<file path="src/rtl/cla_group_sequencer.sv">
// Multi-cycle adder: one GROUP-bit carry-lookahead slice is evaluated per clock.
// Optional macro CLA_OVERFLOW_EN adds a registered signed-overflow output (ovf).
module cla_group_sequencer #(
    parameter int WIDTH = 16,
    parameter int GROUP = 4
) (
    input  logic             clk,
    input  logic             rst_n,
    input  logic             in_valid,
    output logic             in_ready,
    input  logic [WIDTH-1:0] a,
    input  logic [WIDTH-1:0] b,
    input  logic             cin,
    output logic             out_valid,
    input  logic             out_ready,
    output logic [WIDTH-1:0] sum,
    output logic             cout,
    output logic             busy
`ifdef CLA_OVERFLOW_EN
    ,
    output logic             ovf
`endif
);

    localparam int N  = WIDTH / GROUP;
    localparam int KW = (N > 1) ? $clog2(N) : 1;

    typedef enum logic [1:0] {IDLE, CALC, DONE} state_t;

    state_t           state;
    logic [KW-1:0]    k;
    logic             carry;
    logic [WIDTH-1:0] a_q;
    logic [WIDTH-1:0] b_q;

    logic [GROUP-1:0] ga;
    logic [GROUP-1:0] gb;
    logic [GROUP-1:0] g;
    logic [GROUP-1:0] p;
    logic [GROUP-1:0] s;
    logic [GROUP:0]   c;
    logic             acc;
    logic             term;
    logic             last;

    assign in_ready  = (state == IDLE);
    assign out_valid = (state == DONE);
    assign busy      = (state != IDLE);
    assign last      = (k == KW'(N - 1));

    // Each carry is a sum-of-products over the group's g/p and the group carry-in,
    // so no carry depends on a neighbouring carry.
    always_comb begin
        ga   = a_q[int'(k) * GROUP +: GROUP];
        gb   = b_q[int'(k) * GROUP +: GROUP];
        g    = ga & gb;
        p    = ga ^ gb;
        c    = '0;
        acc  = 1'b0;
        term = 1'b0;
        c[0] = carry;
        for (int i = 0; i < GROUP; i++) begin
            term = carry;
            for (int j = 0; j <= i; j++) term = term & p[j];
            acc = term;
            for (int j = 0; j <= i; j++) begin
                term = g[j];
                for (int m = j + 1; m <= i; m++) term = term & p[m];
                acc = acc | term;
            end
            c[i+1] = acc;
        end
        s = p ^ c[GROUP-1:0];
    end

    // Operand capture needs no reset: it is only consumed after an acceptance.
    always_ff @(posedge clk) begin
        if (state == IDLE && in_valid) begin
            a_q <= a;
            b_q <= b;
        end
    end

    always_ff @(posedge clk or negedge rst_n) begin
        if (!rst_n) begin
            state <= IDLE;
            k     <= '0;
            carry <= 1'b0;
            sum   <= '0;
            cout  <= 1'b0;
`ifdef CLA_OVERFLOW_EN
            ovf   <= 1'b0;
`endif
        end else begin
            case (state)
                IDLE: begin
                    if (in_valid) begin
                        k     <= '0;
                        carry <= cin;
                        state <= CALC;
                    end
                end
                CALC: begin
                    sum[int'(k) * GROUP +: GROUP] <= s;
                    carry <= c[GROUP];
                    k     <= k + KW'(1);
                    if (last) begin
                        cout  <= c[GROUP];
`ifdef CLA_OVERFLOW_EN
                        ovf   <= c[GROUP-1] ^ c[GROUP];
`endif
                        state <= DONE;
                    end
                end
                DONE: begin
                    if (out_ready) state <= IDLE;
                end
                default: state <= IDLE;
            endcase
        end
    end

endmodule

</file>
<file path="config.mk">
export PLATFORM = sky130hd
export DESIGN_NAME = cla_group_sequencer
export DESIGN_NICKNAME = d
export VERILOG_FILES = /design/src/rtl/cla_group_sequencer.sv
export SDC_FILE = /design/constraint.sdc
export NUM_CORES = 1
export LEC_CHECK = 0
export ABC_AREA = 1
export CAP_MARGIN = 15
export CORE_UTILIZATION = 45
export CTS_CLUSTER_SIZE = 10
export DETAILED_ROUTE_END_ITERATION = 8
export PLACE_DENSITY_LB_ADDON = 0.08
export SLEW_MARGIN = 0
export SYNTH_ARGS = -nofsm -noshare
export SYNTH_HDL_FRONTEND = slang
export SYNTH_SLANG_ARGS = --single-unit
</file>
<file path="constraint.sdc">
create_clock -name clk -period 2.9 [get_ports clk]
set_input_delay 0.29 -clock clk [delete_from_list [all_inputs] [get_ports clk]]
set_output_delay 0.29 -clock clk [all_outputs]
set_load 0.05 [all_outputs]
</file>
==> results.md, run 1 <==
- Status: finished, violations left
- Violated checks: design-rule violations
- Global route overflow: 0
- CTS H-tree lvls: 2
- Post-Syn Nets: 262
- Total Power: 3.42 mW
- Psw: 1.59 mW
- Non-filler cells, final: 344
- First-iteration detailed-routing DRC count: 111
- Fin worst setup slack: 0.427 ns
- CP required: 3.11 ns
- PD cells: 1100 mW/mm2
- Min cycle time layout: 2.47 ns
- # nets final: 322
- Post-synth EDFFs: 32
- Synth area leader: edfxtp_1
- Mapped Area: 0.00237 mm2
- Cts repair resizes: 0
- Clk_lat worst skew: 0.32 ns
- WS Path Type: flip-flop to flip-flop
- DRC viols: 1
- Sw frac: 46.4%
- Ys async rst share: 40.7%
- Gpl congestion: 0.851
- Reg power frac: 32.8%
- Area grow syn2layout: 31.1%
- DR pass1 iterations: 6
- CTS Sinks: 54
- VDD IR max: 0.482 mV
- Ratio of cells with drive above 1 in the final layout: 8.03%
- FP Rows: 26
- Clock power share: 12.3%
- Sum Neg Setup Slack: 0 ns
- CP endpoint: sum[6]$_DFFE_PN0P_
- CP startpoint kind: flip-flop
- CTS tree: yes
- Hold_ws: 0.488 ns
- Flop-to-flop setup slack: 0.43 ns
- Vias in the first global route: 1,512
- Clock-pin slew on the worst setup and hold paths: 0.09 ns
- Fillers: 431
- Top-count cell post-synth: edfxtp_1
- Fmax: 0.404 GHz
- Die Y: 74.6 um
- CTS buffer count: 5
- DP Area: 0.00302 mm2
- DIE WIDTH: 74.6 um
- Total internal power: 1.83 mW
- Yosys reg bits: 54
- Initial core utilization: 46.7%
- Max cap viols: 0
- Combinational power share: 54.9%
- Antenna viol nets, final: 0
- Clock Skews: 0.00632 ns
- Crit. Startpoint: k[0]$_DFFE_PN0P_
- First-pass GRT wire length: 6940 um
- Final wirelength: 4210 um
- Post-route design area: 0.00311 mm2
- Count of final setup violators: 0
- Post-synth top area share: 40.5%
- Crit-path max FO: 20
- Global Route Usage Sum: 17.2%
- Worst-Margin Slew: 0.971 ns
- Yosys Warn Count: 0
- Sequential share of the synthesized area: 63.7%
- FF-to-FF path depth: 11
- Final core utilization: 61.2%
- Longest Clk Path Bufs: 2
- IO buf count: 56
- DP Worst Slack: 0.463 ns
- CTS Hold Bufs: 0
- Period utilization: 85.3%
- Worst Hold Class: flip-flop to flip-flop
- Library cells used by synthesis: 24
- Wl on met1: 1900 um
- Via count: 1,669
- Worst setup EP type: flip-flop
- Area contributors post-synth: edfxtp_1 41%, dfrtp_1 23%, ha_1 5.8%
- Prevailing post-synth register cell: edfxtp_1
- Ports: 57
- FF-to-FF Start: k[0]$_DFFE_PN0P_
- Largest net degree at the start of global routing: 35
- Final Hold Vio Count: 0
- Initial antenna violation count: 0
- Post-CTS setup buffer count: 0
- Gate Count Post-Synth: 213
- # diodes: 0
- Top sig layer: met4
- Core ar.: 0.00507 mm2
- Placed cells: 336
- Hpwl dp: 3170 um
- Worst R2R End: sum[6]$_DFFE_PN0P_
- CTS root buf: clkbuf_8
- Commonest cells in the netlist: 32 x edfxtp_1, 31 x nand2_1, 24 x nor2_1, 24 x o21ai_0, 22 x dfrtp_1
- Worst slew margin: 35.0%
- Leakage: 1.23 nW
- Vias per Instance: 4.85
- Wire length on met2: 2030 um
- Count of final max-slew check failures: 0
- Avg Cell Area, Syn: 11.1 um2
- Routed len/inst: 12.2 um
- Crit path DAT: 2.68 ns
- Die area: 0.00556 mm2
- Met3 wire len: 215 um
- RSZ-0062 raised after global routing: no
layout make-up:
class	count	area, um2	share of cell area [%]
flip-flops and latches	54	1510	48.6
clock buffers	6	72.6	2.33
well taps	70	87.6	2.82
inverters	19	71.3	2.29
multi-input cells	134	764	24.6
clock inverters	2	17.5	0.564
repair buffers	59	583	18.8
worst max-delay path: stages (launching register included):
cell and delay [ns]:
dfrtp_1 0.51, inv_2 0.30, o21ai_0 0.12, o22ai_1 0.26
ha_1 0.29, ha_1 0.20, nand2_1 0.09, nand3_2 0.09
xnor2_1 0.32, nor2_2 0.07, nand2_2 0.09, o21ai_2 0.05
power by group through the flow:
stage | sequential (mW) | clock, mW | combinational [mW]
after global placement | 1.14 | 0 | 1.87
after global routing | 1.14 | 0.461 | 2.10
after detailed placement | 1.14 | 0 | 1.89
after CTS | 1.12 | 0.434 | 1.90
after floorplan | 1.32 | 0 | 1.19
final | 1.12 | 0.420 | 1.88
layer usage:
| metal | vias up | GRT usage [%] |
|---|---|---|
| met1 | 765 | 22.6 |
| met4 | 0 | 6.29 |
| li1 | 855 | - |
| met5 | - | 0 |
| met3 | 6 | 4.47 |
| met2 | 43 | 27.6 |
sequential cells by signal (all words and copies together), names as in the netlist:
register	count
cout	1
carry	1
a_q	16
state	2
b_q	16
k	2
sum	16
worst min-delay path by stage:
| stage | slack [ns] | depth (start not counted) | startpoint | endpoint |
|---|---|---|---|---|
| final | 0.49 | 2 | sum[7]$_DFFE_PN0P_ | sum[7]$_DFFE_PN0P_ |
| after detailed placement | 0.47 | 2 | sum[8]$_DFFE_PN0P_ | sum[8]$_DFFE_PN0P_ |
| after global placement | 0.47 | 2 | sum[8]$_DFFE_PN0P_ | sum[8]$_DFFE_PN0P_ |
| after global routing | 0.50 | 2 | sum[7]$_DFFE_PN0P_ | sum[7]$_DFFE_PN0P_ |
| after floorplan | -0.006 | 0 | rst_n | carry$_DFFE_PN0P_ |
| after CTS | 0.49 | 2 | sum[8]$_DFFE_PN0P_ | sum[8]$_DFFE_PN0P_ |
cell families (layout without fill, tap and decap cells):
group | count (synthesis) | after routing | share of synthesized area [%]
AOI/OAI and AO/OA | 46 | 46 | 10.9
xor gates and xnor gates | 2 | 2 | 0.739
adders and majority gates | 12 | 12 | 6.65
buffers and inverters | 25 | 86 | 4.33
DFF | 54 | 54 | 63.7
and+or+nand+nor | 74 | 74 | 13.7
layout by cell type (no fill, tap or decap), types with 2 or more instances in the layout:
cell type	n
nand3_2	2
nand4_1	2
clkbuf_8	5
inv_2	2
clkdlybuf4s50_1	56
ha_1	11
buf_4	3
xnor2_1	2
nand2_2	2
o31ai_1	3
nor2_1	23
dfrtp_1	22
o22ai_1	10
edfxtp_1	32
nor2_2	2
o21ai_1	7
o21ai_2	2
o21ai_0	24
nand3_1	10
inv_1	17
nand2_1	31
Power figures use the tool's default switching activity.
==> inputs of run 2 (changes only) <==
--- a/config.mk
+++ b/config.mk
@@ -7,6 +7,7 @@
 export LEC_CHECK = 0
 export ABC_AREA = 1
 export CAP_MARGIN = 15
+export CORE_MARGIN = 4
 export CORE_UTILIZATION = 45
 export CTS_CLUSTER_SIZE = 10
 export DETAILED_ROUTE_END_ITERATION = 8
==> results.md, run 2 (synthesis gave the netlist of run 1 again) <==
- Status: finished clean (was finished, violations left)
- CTS buffer count: 5 (unchanged)
- Cts repair resizes: 0 (unchanged)
- Clock Skews: 0.00811 ns (was 0.00632 ns)
- Flop-to-flop setup slack: 0.45 ns (was 0.43 ns)
- FF-to-FF path depth: 11 (unchanged)
- First-pass GRT wire length: 7710 um (was 6940 um)
- CTS Sinks: 54 (unchanged)
- Max cap viols: 0 (unchanged)
- Worst-Margin Slew: 0.999 ns (was 0.971 ns)
- CP endpoint: sum[6]$_DFFE_PN0P_ (unchanged)
- Min cycle time layout: 2.45 ns (was 2.47 ns)
- Crit. Startpoint: k[0]$_DFFE_PN0P_ (unchanged)
- Fmax: 0.409 GHz (was 0.404 GHz)
- Ports: 57 (unchanged)
- DR pass1 iterations: 4 (was 6)
- Global routing usage on met2: 26.8% (was 27.6%)
- Via count: 1,705 (was 1,669)
- Count of final max-slew check failures: 0 (unchanged)
- Worst Hold Class: flip-flop to flip-flop (unchanged)
- VDD IR max: 0.513 mV (was 0.482 mV)
- Crit path DAT: 2.65 ns (was 2.68 ns)
- Sum Neg Setup Slack: 0 ns (unchanged)
- Post-CTS setup buffer count: 0 (unchanged)
- CP required: 3.10 ns (was 3.11 ns)
- Largest net degree at the start of global routing: 24 (was 35)
- Most frequent cells in the layout: 56 x clkdlybuf4s50_1, 32 x edfxtp_1, 31 x nand2_1, 24 x o21ai_0, 23 x nor2_1 (unchanged)
- CTS root buf: clkbuf_8 (unchanged)
- PD cells: 1120 mW/mm2 (was 1100 mW/mm2)
- Clock-pin slew on the worst setup and hold paths: 0.10 ns (was 0.09 ns)
- Final Hold Vio Count: 0 (unchanged)
- Gpl congestion: 0.813 (was 0.851)
- Worst slew margin: 33.2% (was 35.0%)
- Clk_lat worst skew: 0.31 ns (was 0.32 ns)
- Global route overflow: 0 (unchanged)
- Core ar.: 0.00511 mm2 (was 0.00507 mm2)
- DRC viols: 0 (was 1)
- DIE WIDTH: 80.6 um (was 74.6 um)
- FF-to-FF Start: k[0]$_DFFE_PN0P_ (unchanged)
- Global Route Usage Sum: 15.6% (was 17.2%)
- # nets final: 323 (was 322)
- WS Path Type: flip-flop to flip-flop (unchanged)
- Crit-path max FO: 20 (unchanged)
- Initial core utilization: 46.4% (was 46.7%)
- FP Rows: 26 (unchanged)
- Total Power: 3.53 mW (was 3.42 mW)
- Fin worst setup slack: 0.453 ns (was 0.427 ns)
- CP startpoint kind: flip-flop (unchanged)
- Routed len/inst: 13.6 um (was 12.2 um)
- First-iteration detailed-routing DRC count: 90 (was 111)
- Area grow syn2layout: 32.3% (was 31.1%)
- Count of final setup violators: 0 (unchanged)
- RSZ-0062 raised after global routing: no (unchanged)
- CTS H-tree lvls: 2 (unchanged)
- # diodes: 0 (unchanged)
- Ratio of cells with drive above 1 in the final layout: 8.73% (was 8.03%)
- Grt met1 use: 18.9% (was 22.6%)
- Hold_ws: 0.489 ns (was 0.488 ns)
- CTS Hold Bufs: 0 (unchanged)
- Hpwl dp: 3560 um (was 3170 um)
- Layer with the highest usage: met2 (unchanged)
- Vias in the first global route: 1,681 (was 1,512)
- Worst R2R End: sum[6]$_DFFE_PN0P_ (unchanged)
- Initial antenna violation count: 0 (unchanged)
- Vias per Instance: 4.94 (was 4.85)
- CTS tree: yes (unchanged)
- Regs by FF count: a_q: 16 flops, b_q: 16 flops, sum: 16 flops (unchanged)
- Antenna viol nets, final: 0 (unchanged)
- Period utilization: 84.4% (was 85.3%)
- DP Worst Slack: 0.458 ns (was 0.463 ns)
- Commonest non-fill, non-tap cell in the layout: clkdlybuf4s50_1 (unchanged)
- Leakage: 1.25 nW (was 1.23 nW)
- Die area: 0.00649 mm2 (was 0.00556 mm2)
- Final core utilization: 61.4% (was 61.2%)
- Longest Clk Path Bufs: 2 (unchanged)
- Worst setup EP type: flip-flop (unchanged)
- M3 GR Usage: 3.59% (was 4.47%)
- Final wirelength: 4680 um (was 4210 um)
- Die Y: 80.6 um (was 74.6 um)
- IO buf count: 56 (unchanged)
-- run 2: cell types whose count changed in the layout (fill, tap and decap cells not counted) --
cell | previous run | this run
buf_4 | 3 | 4
bufinv_16 | 0 | 1
clkbuf_1 | 1 | 0
clkinv_2 | 0 | 1
clkinv_4 | 1 | 0
-- run 2: final cells by class --
| class | instances | area [um2] |
|---|---|---|
| clock buffers | 5 | 68.8 |
| clock inverters | 3 | 43.8 |
| fillers | 450 | 1970 |
| inverters | 19 | 71.3 |
| multi-input cells | 134 | 764 |
| flip-flops and latches | 54 | 1510 |
| well taps | 70 | 87.6 |
| repair buffers | 60 | 591 |
-- run 2: how the worst min path moves through the flow --
stage                              from                   to  depth (start not counted)
global placement     sum[9]$_DFFE_PN0P_   sum[9]$_DFFE_PN0P_                          2
finish              sum[14]$_DFFE_PN0P_  sum[14]$_DFFE_PN0P_                          2
CTS                  sum[8]$_DFFE_PN0P_   sum[8]$_DFFE_PN0P_                          2
detailed placement   sum[8]$_DFFE_PN0P_   sum[8]$_DFFE_PN0P_                          2
global route                       b[1]     b_q[1]$_DFFE_PP_                          1
floorplan                         rst_n    carry$_DFFE_PN0P_                          0
-- run 2: layer usage --
metal | part of all wire [%] | routed length [um]
met3 | 5.0 | 234
met5 | 0 | 0
met4 | 1.4 | 64
met1 | 44 | 2050
met2 | 50 | 2330
-- run 2: where the power goes --
part           leakage (nW)  total (mW)  internal [mW]  switching [mW]
Clock                0.0585       0.503          0.259           0.244
Sequential            0.592        1.14           1.03           0.109
Combinational         0.598        1.89          0.637            1.25
-- run 2: critical path: stages, from the launching register on --
cell and delay [ns]:
dfrtp_1 0.53, inv_2 0.31, o21ai_0 0.13, o22ai_1 0.24, ha_1 0.29, ha_1 0.19
nand2_1 0.08, nand3_2 0.09, xnor2_1 0.29, nor2_2 0.06, nand2_2 0.09, o21ai_2 0.05
-- run 2: per-stage QoR --
step,instances,area (um2)
after detailed placement,337,3030
after global placement,337,3030
after CTS,345,3140
after global routing,345,3140
final,345,3140
after floorplan,213,2380
==> inputs of run 3 (changes only) <==
==> constraint.sdc (replaced) <==
create_clock -name clk -period 2.4 [get_ports clk]
set_input_delay 0.24 -clock clk [delete_from_list [all_inputs] [get_ports clk]]
set_output_delay 0.24 -clock clk [all_outputs]
set_load 0.05 [all_outputs]
==> results.md, run 3 (synthesis gave the netlist of run 1 again) <==
- Clk_lat worst skew: 0.31 ns (about the same)
- Hold_ws: 0.280 ns (was 0.489 ns)
- First-pass GRT wire length: 7530 um (was 7710 um)
- Global route overflow: 0 (unchanged)
- Longest Clk Path Bufs: 2 (unchanged)
- Leakage: 1.26 nW (was 1.25 nW)
- Via count: 1,701 (was 1,705)
- CP required: 2.60 ns (was 3.10 ns)
- Clock Skews: 0.00778 ns (was 0.00811 ns)
- Gpl congestion: 0.798 (was 0.813)
- CP Cell Sequence: buf_4 -> o21ai_0 -> o22ai_2 -> ha_1 -> ha_1 -> nand2_1 -> nand3_2 -> xnor2_1 -> nor2_2 -> nand2_2 -> o21ai_2 (was inv_2 -> o21ai_0 -> o22ai_1 -> ha_1 -> ha_1 -> nand2_1 -> nand3_2 -> xnor2_1 -> nor2_2 -> nand2_2 -> o21ai_2)
- Min cycle time layout: 2.22 ns (was 2.45 ns)
- PD cells: 1360 mW/mm2 (was 1120 mW/mm2)
- M3 GR Usage: 3.92% (was 3.59%)
- Ports: 57 (unchanged)
- Placed cells: 340 (was 337)
- Initial antenna violation count: 0 (unchanged)
- Largest net degree at the start of global routing: 35 (was 24)
- CTS root buf: clkbuf_8 (unchanged)
- Core ar.: 0.00511 mm2 (unchanged)
- CTS Hold Bufs: 0 (unchanged)
- DR pass1 iterations: 4 (unchanged)
- CTS Sinks: 54 (unchanged)
- Fin worst setup slack: 0.179 ns (was 0.453 ns)
- DIE WIDTH: 80.6 um (unchanged)
- Global Route Usage Sum: 15.1% (was 15.6%)
- Final wirelength: 4640 um (was 4680 um)
- Buf+Inv Stages, Crit Path: 1 (unchanged)
- Vias per Instance: 4.89 (was 4.94)
- Crit path DAT: 2.42 ns (was 2.65 ns)
- Final core utilization: 62.2% (was 61.4%)
- DP Worst Slack: 0.248 ns (was 0.458 ns)
- Worst slew margin: 66.3% (was 33.2%)
- Flop-to-flop setup slack: 0.18 ns (was 0.45 ns)
- Crit-path max FO: 10 (was 20)
- CP startpoint kind: flip-flop (unchanged)
- Antenna viol nets, final: 0 (unchanged)
- Worst path max stage delay: 0.41 ns (was 0.53 ns)
- IO buf count: 56 (unchanged)
- Layer with the highest usage: met2 (unchanged)
- Final Hold Vio Count: 0 (unchanged)
- Area grow syn2layout: 34.1% (was 32.3%)
- Worst setup EP type: flip-flop (unchanged)
- Ratio of cells with drive above 1 in the final layout: 10.1% (was 8.73%)
- Cell mode on critical path: ha_1 (unchanged)
- Most frequent cells in the layout: 56 x clkdlybuf4s50_1, 32 x edfxtp_1, 31 x nand2_1, 24 x o21ai_0 (was 56 x clkdlybuf4s50_1, 32 x edfxtp_1, 31 x nand2_1, 24 x o21ai_0, 23 x nor2_1)
- Register area: 0.00151 mm2 (unchanged)
- Regs by FF count: a_q: 16 flops, b_q: 16 flops, sum: 16 flops (unchanged)
- Worst R2R End: sum[14]$_DFFE_PN0P_ (was sum[6]$_DFFE_PN0P_)
- # nets final: 326 (was 323)
- Clock-pin slew on the worst setup and hold paths: 0.10 ns (about the same)
- Vias in the first global route: 1,677 (was 1,681)
- FP Rows: 26 (unchanged)
- Total Power: 4.31 mW (was 3.53 mW)
- VDD IR max: 0.552 mV (was 0.513 mV)
- Slowest CP cell: dfrtp_1 (unchanged)
- Worst-Margin Slew: 0.504 ns (was 0.999 ns)
- Initial core utilization: 46.4% (unchanged)
- Period utilization: 92.5% (was 84.4%)
- Multi-input gate area in the final layout: 773 um2 (was 764 um2)
- Count of final setup violators: 0 (unchanged)
- FF-to-FF path depth: 11 (unchanged)
- Commonest non-fill, non-tap cell in the layout: clkdlybuf4s50_1 (unchanged)
- Status: finished clean (unchanged)
- Hpwl dp: 3460 um (was 3560 um)
- Grt met1 use: 19.0% (was 18.9%)
- Die Y: 80.6 um (unchanged)
- Non-filler cells, final: 348 (was 345)
- # diodes: 0 (unchanged)
- Die area: 0.00649 mm2 (unchanged)
- CTS H-tree lvls: 2 (unchanged)
- WS Path Type: flip-flop to flip-flop (unchanged)
- First-iteration detailed-routing DRC count: 48 (was 90)
- CTS buffer count: 5 (unchanged)
- Worst Hold Class: input port to asynchronous set/reset pin (was flip-flop to flip-flop)
- Fillers: 442 (was 450)
- Count of final max-slew check failures: 0 (unchanged)
- DRC viols: 0 (unchanged)
- Delay-heaviest family, CP: adder cells (was flip-flops)
- FF-to-FF Start: k[0]$_DFFE_PN0P_ (unchanged)
- CTS tree: yes (unchanged)
- Max cap viols: 0 (unchanged)
- Global routing usage on met2: 25.6% (was 26.8%)
- Routed len/inst: 13.3 um (was 13.6 um)
- Fmax: 0.450 GHz (was 0.409 GHz)
-- run 3: cell type report --
class / instances / area share (%)
Clock buffer: 6 / 2.28
Clock inverter: 2 / 1.18
Inverter: 19 / 2.24
Multi-Input combinational cell: 134 / 24.3
Sequential cell: 54 / 47.5
Tap cell: 70 / 2.75
Timing Repair Buffer: 63 / 19.7
-- run 3: stage by stage --
step	TNS (ns)	instance area, um2
final	0	3180
after global routing	-0.00922	3180
after CTS	0	3170
after detailed placement	0	3060
after global placement	0	3060
after floorplan	0	2380
-- run 3: metal layers --
layer / part of all wire (%) / wire (um) / up-vias
met2: 48 / 2240 / 43
li1: - / - / 858
met5: 0 / 0 / -
met4: 1.3 / 60 / 0
met3: 5.3 / 247 / 6
met1: 45 / 2090 / 794
-- run 3: report_power, final --
group | internal (mW) | switching, mW | total [mW] | leakage, nW
registers | 1.24 | 0.0962 | 1.34 | 0.592
logic | 0.816 | 1.56 | 2.38 | 0.620
clock network | 0.311 | 0.287 | 0.599 | 0.0514
total | 2.37 | 1.94 | 4.31 | 1.26
-- run 3: worst reg2reg max path, stage by stage, from the launching register on --
cell and delay (ns):
dfrtp_1 0.41, buf_4 0.17, o21ai_0 0.24, o22ai_2 0.13, ha_1 0.31, ha_1 0.20, nand2_1 0.09, nand3_2 0.09
xnor2_1 0.29, nor2_2 0.06, nand2_2 0.09, o21ai_2 0.05
-- run 3: what timing repair did --
item                       CTS  global route
setup buffers                0             0
resized for setup            0             1
setup endpoints to repair    0             1
-- run 3: worst max-delay path by stage --
stage                              start             endpoint  slack, ns  cells after the start
detailed placement      k[1]$_DFFE_PN0P_  sum[14]$_DFFE_PN0P_       0.25                     11
floorplan           state[0]$_DFFE_PN0P_    carry$_DFFE_PN0P_       0.08                      6
CTS                     k[1]$_DFFE_PN0P_  sum[14]$_DFFE_PN0P_       0.22                     11
finish                  k[0]$_DFFE_PN0P_  sum[14]$_DFFE_PN0P_       0.18                     11
global route            k[0]$_DFFE_PN0P_  sum[15]$_DFFE_PN0P_     -0.009                     12
global placement        k[1]$_DFFE_PN0P_   sum[6]$_DFFE_PN0P_       0.31                     11
